File: src/rtl/dp_wb_seq.sv
// dp_wb_seq: steps an external group mux through the SMAC result groups and
// streams each selected word onto a registered valid/ready writeback bus.
module dp_wb_seq #(
    parameter int BW   = 128,
    parameter int NGRP = 4,
    localparam int GW  = $clog2(NGRP)
) (
    input  logic          clk,
    input  logic          rst_n,
    input  logic          start,
    input  logic [GW-1:0] n_groups,
    input  logic [BW-1:0] in_mux,
    output logic [GW-1:0] act_wb,
    output logic [BW-1:0] out_data,
    output logic          out_valid,
    input  logic          out_ready,
    output logic          busy,
    output logic          done
);
    typedef enum logic [1:0] {IDLE, LOAD, SEND, DONE} state_e;

    state_e        state_q, state_d;
    logic [GW-1:0] act_wb_q, act_wb_d;
    logic [GW-1:0] last_q, last_d;
    logic [BW-1:0] out_data_q, out_data_d;
    logic          out_valid_q, out_valid_d;
    logic          hs;

    assign hs = out_valid_q && out_ready;

    always_ff @(posedge clk or negedge rst_n) begin
        if (!rst_n) begin
            state_q     <= IDLE;
            act_wb_q    <= '0;
            last_q      <= '0;
            out_data_q  <= '0;
            out_valid_q <= 1'b0;
        end else begin
            state_q     <= state_d;
            act_wb_q    <= act_wb_d;
            last_q      <= last_d;
            out_data_q  <= out_data_d;
            out_valid_q <= out_valid_d;
        end
    end

    always_comb begin
        state_d = state_q;
        case (state_q)
            IDLE:    state_d = start ? LOAD : IDLE;
            LOAD:    state_d = SEND;
            SEND:    state_d = !hs ? SEND : (act_wb_q == last_q) ? DONE : LOAD;
            default: state_d = IDLE;
        endcase
    end

    // The mux word is only captured in LOAD, so in_mux never reaches an output combinationally.
    always_comb begin
        last_d      = (state_q == IDLE && start) ? n_groups : last_q;
        out_data_d  = (state_q == LOAD) ? in_mux : out_data_q;
        out_valid_d = (state_q == LOAD) ? 1'b1 : (state_q == SEND && hs) ? 1'b0 : out_valid_q;
        act_wb_d    = (state_q == SEND && hs && act_wb_q != last_q) ? act_wb_q + 1'b1 :
                      (state_q == DONE) ? '0 : act_wb_q;
        act_wb      = act_wb_q;
        out_data    = out_data_q;
        out_valid   = out_valid_q;
        busy        = state_q != IDLE;
        done        = state_q == DONE;
    end
endmodule

File: config.mk
export PLATFORM = sky130hd
export DESIGN_NAME = dp_wb_seq
export DESIGN_NICKNAME = d
export VERILOG_FILES = /design/src/rtl/dp_wb_seq.sv
export SDC_FILE = /design/constraint.sdc
export NUM_CORES = 1
export LEC_CHECK = 0
export CORE_ASPECT_RATIO = 0.5
export CORE_MARGIN = 4
export CORE_UTILIZATION = 41
export DETAILED_ROUTE_END_ITERATION = 10
export PLACE_DENSITY = 0.8
export SLEW_MARGIN = 25
export SYNTH_ARGS = -nofsm -noshare
export SYNTH_HDL_FRONTEND = slang
export SYNTH_SLANG_ARGS = --single-unit
File: constraint.sdc
create_clock -name clk -period 2.11 [get_ports clk]
set_clock_uncertainty 0.15 [all_clocks]
set_input_delay 0.422 -clock clk [delete_from_list [all_inputs] [get_ports clk]]
set_output_delay 0.422 -clock clk [all_outputs]
set_load 0.005 [all_outputs]
==> summary.md, run 1 <==
| Metric | Value |
|---|---|
| Synth-to-layout area growth | 61.5% |
| Slowest CP cell | clkdlybuf4s50_1 |
| Status | complete, no violations |
| Metal-1 WL | 5.84 mm |
| Detailed Routing Iterations Pass 1 | 5 |
| Max-slew headroom at the worst pin | 69.3% |
| Top delay family on crit path | buffers and inverters |
| Setup TNS | 0 ns |
| RSZ-0062 raised after global routing | false |
| Leakage power | 3.94 nW |
| Setup Viol. Count Final | 0 |
| Sink Count | 135 |
| Setup Slack @ Placement | 0.285 ns |
| Clock buffer count from CTS | 17 |
| Period Utilization, post-route | 93.6% |
| Residual DRC count | 0 |
| CTS tree | built |
| Via/cell ratio | 4.66 |
| Syn avg cell area | 18.4 µm² |
| HPWL after DPL | 11.0 mm |
| Vias in the first global route | 3937 |
| Fmax | 0.506 GHz |
| Post-Synthesis Cells | 306 |
| Worst-Margin Slew | 0.449 ns |
| Most common cell after layout, fill and taps aside | clkdlybuf4s50_1 |
| Max Slew Vio Count | 0 |
| Layout Nets | 725 |
| Non-Filler Instances | 774 |
| Synthesized flop and latch total | 135 |
| Commonest non-fill, non-tap cells in the layout | clkdlybuf4s50_1 (263), dfrtp_1 (133), mux2_4 (98) |
| Grt total ovfl | 0 |
| Post-synthesis sequential area ratio | 60.0% |
| CP Launch Type | flop |
| Placed insts | 738 |
| Yosys cell types | 25 |
| Number of diodes | 0 |
| Final Critical Period | 1.97 ns |
| Die Y | 90.8 µm |
| Total power | 14.6 mW |
| Routed Antenna Nets | 0 |
| Final Util | 69.8% |
| Crit path max fanout | 6 |
| Initial antenna violation count | 0 |
| Worst skew pair latency | 0.40 ns |
| Final WS setup | 0.135 ns |
| Worst EP required | 1.54 ns |
| Chip width | 174 µm |
| # fillers | 897 |
| Number of port buffers | 266 |
| Drt first-iter violations | 188 |
| Gp weighted congestion | 0.736 |
| Peak supply drop | 0.757 mV |
| Mapped Area | 5630 µm² |
| Reg clk slew, reported paths | 0.06 ns |
| Metal2 WL | 8.21 mm |
| CORE AREA | 13000 µm² |
| Critical Path AT | 1.40 ns |
| Max-Cap Viols | 0 |
| Rows | 29 |
| # IOs | 267 |
| WL met3 | 586 µm |
| Slowest stage delay, CP | 0.55 ns |
| Cells along the critical path | clkdlybuf4s50_1 |
| Net Count, Synth | 440 |
| Ys Warns | 0 |
| GRT Total Usage | 18.9% |
| Root Buffer | clkbuf_16 |
| First-pass GRT wire length | 23.3 mm |
| Total die area | 15800 µm² |
| Power Dens Cells | 1610 nW/µm² |
| Post-Route WL | 14.9 mm |
| Final hold vios | 0 |
| Initial core utilization | 43.2% |
| CP bufs+invs | 1 |
| Critical Path End Type | primary output |
| Clock buffer depth | 2 |
| Avg WL per Cell | 19.3 µm |
| Class of the worst hold path | in2async |
| Largest net degree at the start of global routing | 47 |
| Via count | 3609 |
| H-tree levels | 4 |
| DR top layer | met4 |
| Critical setup path kind | reg2out |
| Share of layout cells above drive strength 1 | 29.5% |
-- per-layer routing --
metal,track usage [%],up-vias
met2,34.7,97
met1,22.0,1842
met5,0,-
met3,4.39,18
met4,6.19,0
li1,-,1652
-- power by group --
group          internal, mW  switching, mW  total (mW)
Sequential             3.95          0.794        4.75
Combinational          4.81           2.01        6.83
Clock                  1.92           1.11        3.04
Total                  10.7           3.92        14.6
-- registers in the layout (all words and copies together) (netlist names) --
name / count
out_valid: 1
state_q: 2
out_data: 128
last_q: 2
act_wb: 2
-- repair_timing --
action                                  4_1_cts  5_1_grt
pin swaps                                     0        0
setup buffers                                 3        0
hold buffers                                  1        0
endpoints found under the setup margin        2        1
endpoints found under the hold margin        27        0
gates resized for setup                       3        1
-- cells by family (layout without fill, tap and decap cells) --
group | Yosys count | after routing | synth area share [%]
buf+inv | 18 | 316 | 4.49
flops | 135 | 135 | 60.0
mux | 130 | 130 | 32.5
xor+xnor | 2 | 2 | 0.311
compound gates | 9 | 9 | 1.27
simple gates | 12 | 12 | 1.36
-- metrics by stage --
stage               area, µm²  hold slack, ns
floorplan                5630         -0.0236
global placement         8440           0.173
detailed placement       8440           0.176
CTS                      9080           0.315
global route             9090           0.347
finish                   9090           0.327
-- cell usage after synthesis --
cell | count | area, µm²
nor2b_1 | 1 | 6.26
nand2b_1 | 3 | 18.8
inv_1 | 4 | 15.0
nor2b_4 | 1 | 13.8
o221ai_1 | 1 | 8.76
buf_12 | 10 | 200
nand3_1 | 2 | 10.0
a2111oi_0 | 1 | 8.76
mux2_2 | 32 | 360
nand2_1 | 1 | 3.75
dfrtp_1 | 135 | 3380
buf_4 | 3 | 22.5
xnor2_1 | 2 | 17.5
buf_8 | 1 | 15.0
and2_1 | 1 | 6.26
a21oi_1 | 2 | 10.0
a2111o_1 | 1 | 11.3
nand3b_1 | 1 | 7.51
a211o_1 | 1 | 8.76
nor2_1 | 1 | 3.75
o22a_1 | 1 | 8.76
o21bai_1 | 1 | 7.51
or2_2 | 1 | 6.26
a21boi_0 | 1 | 7.51
mux2_4 | 98 | 1470
-- final cells by class --
cell class,instances,area (µm²),area share (%)
Inverter,4,15.0,0.165
Timing Repair Buffer,280,2870,31.6
Multi-Input combinational cell,153,2000,22.0
Clock inverter,11,149,1.64
Clock buffer,21,460,5.07
Sequential cell,135,3380,37.2
Tap cell,170,213,2.34
-- final timing paths --
| path | startpoint | endpoint | slack, ns | cells after the start |
|---|---|---|---|---|
| setup reg to reg | state_q[1] | out_data[58] | 0.27 | 5 |
| hold reg to reg | out_data[111] | out_data[111] | 0.35 | 1 |
| min in group clk | out_data[111] | out_data[111] | 0.35 | 1 |
| hold / removal | rst_n | out_data[127] | 0.33 | 2 |
| setup / recovery | act_wb[0] | act_wb[0] | 0.14 | 1 |
| max in group asynchronous | rst_n | out_data[107] | 0.91 | 3 |
Power figures use the tool's default switching activity.
==> run 2, diff against run 1 <==
==> constraint.sdc (replaced) <==
create_clock -name clk -period 2.11 [get_ports clk]
set_clock_uncertainty 0.15 [all_clocks]
set_input_delay 0.422 -clock clk [delete_from_list [all_inputs] [get_ports clk]]
set_output_delay 0.422 -clock clk [all_outputs]
set_load 0.05 [all_outputs]
==> run 2 against run 1 <==
Net effect:
- critical path depth increased by 1
- worst setup slack improved by 0.0013 ns
- non-clock buffer count decreased by 2
- final cell count decreased by 0.39%
- via count increased by 1.2%
- register-to-register slack improved by 0.03 ns
- clock-buffer cell count increased by 2
- critical endpoint is now busy
- worst hold slack improved by 0.023 ns
- die area unchanged
==> summary.md, run 2 (synthesis results as in run 1) <==
| Metric | Value |
|---|---|
| Worst EP required | 1.54 ns |
| Total die area | 15800 µm² |
| CORE AREA | 13000 µm² |
| Setup TNS | 0 ns |
| Slowest stage delay, CP | 0.47 ns |
| Chip width | 174 µm |
| Max reg flops | 128 |
| CTS tree | built |
| CP Launch Type | flop |
| Critical setup path kind | reg2out |
| Initial core utilization | 43.2% |
| Worst-Margin Slew | 0.537 ns |
| Number of port buffers | 266 |
| Die Y | 90.8 µm |
| Cells along the critical path | or2_2, buf_4 |
| Max-slew headroom at the worst pin | 64.4% |
| RSZ-0062 raised after global routing | false |
| Layout Nets | 723 |
| Clock buffer count from CTS | 17 |
| First-pass GRT wire length | 23.4 mm |
| Number of diodes | 0 |
| Initial antenna violation count | 0 |
| Fmax | 0.507 GHz |
| Commonest non-fill, non-tap cells in the layout | dfrtp_1 (135), clkdlybuf4s50_1 (132), mux2_4 (98) |
| Critical Path AT | 1.40 ns |
| Synth-to-layout area growth | 56.3% |
| Worst skew pair latency | 0.40 ns |
| Max-Cap Viols | 0 |
| Root Buffer | clkbuf_16 |
| Residual DRC count | 0 |
| Reg clk slew, reported paths | 0.06 ns |
| Gp weighted congestion | 0.807 |
| Slowest CP cell | dfrtp_1 |
| Share of layout cells above drive strength 1 | 37.4% |
| Via count | 3654 |
| H-tree levels | 4 |
| Vias in the first global route | 4053 |
| Avg WL per Cell | 19.5 µm |
| Period Utilization, post-route | 93.5% |
| Sink Count | 135 |
| Crit path max fanout | 8 |
| Clock buffer depth | 2 |
| Drt first-iter violations | 190 |
| Routed Antenna Nets | 0 |
| # fillers | 922 |
| Setup Viol. Count Final | 0 |
| Grt total ovfl | 0 |
| Status | complete, no violations |
| Detailed Routing Iterations Pass 1 | 4 |
| Rows | 29 |
| Most common cell after layout, fill and taps aside | dfrtp_1 |
| Class of the worst hold path | reg2reg |
| Final Critical Period | 1.97 ns |
| GRT Total Usage | 19.0% |
| Via/cell ratio | 4.74 |
| Critical Path End Type | primary output |
| Post-Route WL | 15.0 mm |
| # IOs | 267 |
| Reg-to-reg setup timing slack | 0.30 ns |
| HPWL after DPL | 11.2 mm |
| Largest net degree at the start of global routing | 46 |
| Final hold vios | 0 |
| Max Slew Vio Count | 0 |
run 2: layer usage:
layer  track usage [%]  wire [µm]
met2              35.4       8340
met5                 0          0
met4              6.98        323
met3              4.77        598
met1              21.1       5750
run 2: layout make-up:
type | count | area (µm²) | share of cell area (%)
Sequential cell | 135 | 3380 | 38.4
Timing Repair Buffer | 278 | 2590 | 29.4
Multi-Input combinational cell | 153 | 2000 | 22.7
Clock buffer | 23 | 488 | 5.55
Tap cell | 170 | 213 | 2.42
Clock inverter | 8 | 120 | 1.37
Inverter | 4 | 15.0 | 0.171
run 2: critical path: cells and delay by family, from the launching register on:
kind,cells,cell delay [ns]
flops,1,0.47
simple gates,1,0.33
buf+inv,1,0.20
run 2: metrics by stage:
stage	std cells	hold slack (ns)	setup WS [ns]	utilization [%]	instance area, µm²
floorplan	306	-0.0236	0.460	-	5630
global placement	739	0.239	0.308	63.6	8280
detailed placement	739	0.245	0.266	63.6	8280
CTS	771	0.352	0.118	67.5	8800
global route	771	0.360	0.0825	67.5	8800
finish	771	0.350	0.137	67.5	8800
run 2: path summary, 6_finish.rpt:
path,cells past startpoint,start,endpoint
max,2,state_q[1],busy
min,1,out_data[0],out_data[0]
max reg2reg,3,state_q[0],out_data[2]
min reg2reg,1,out_data[0],out_data[0]
max in group asynchronous,3,rst_n,out_data[7]
min in group asynchronous,2,rst_n,out_data[104]
run 2: repair_timing:
item	in CTS	in global routing
endpoints found under the hold margin	41	0
resized for setup	81	0
hold buffers	1	0
setup endpoints to repair	81	0
buffers inserted	0	0
Power of run 2 is left out: the tool's default activity adds up to more than one toggle a clock period on the data nets, which glitch-free logic cannot reach.
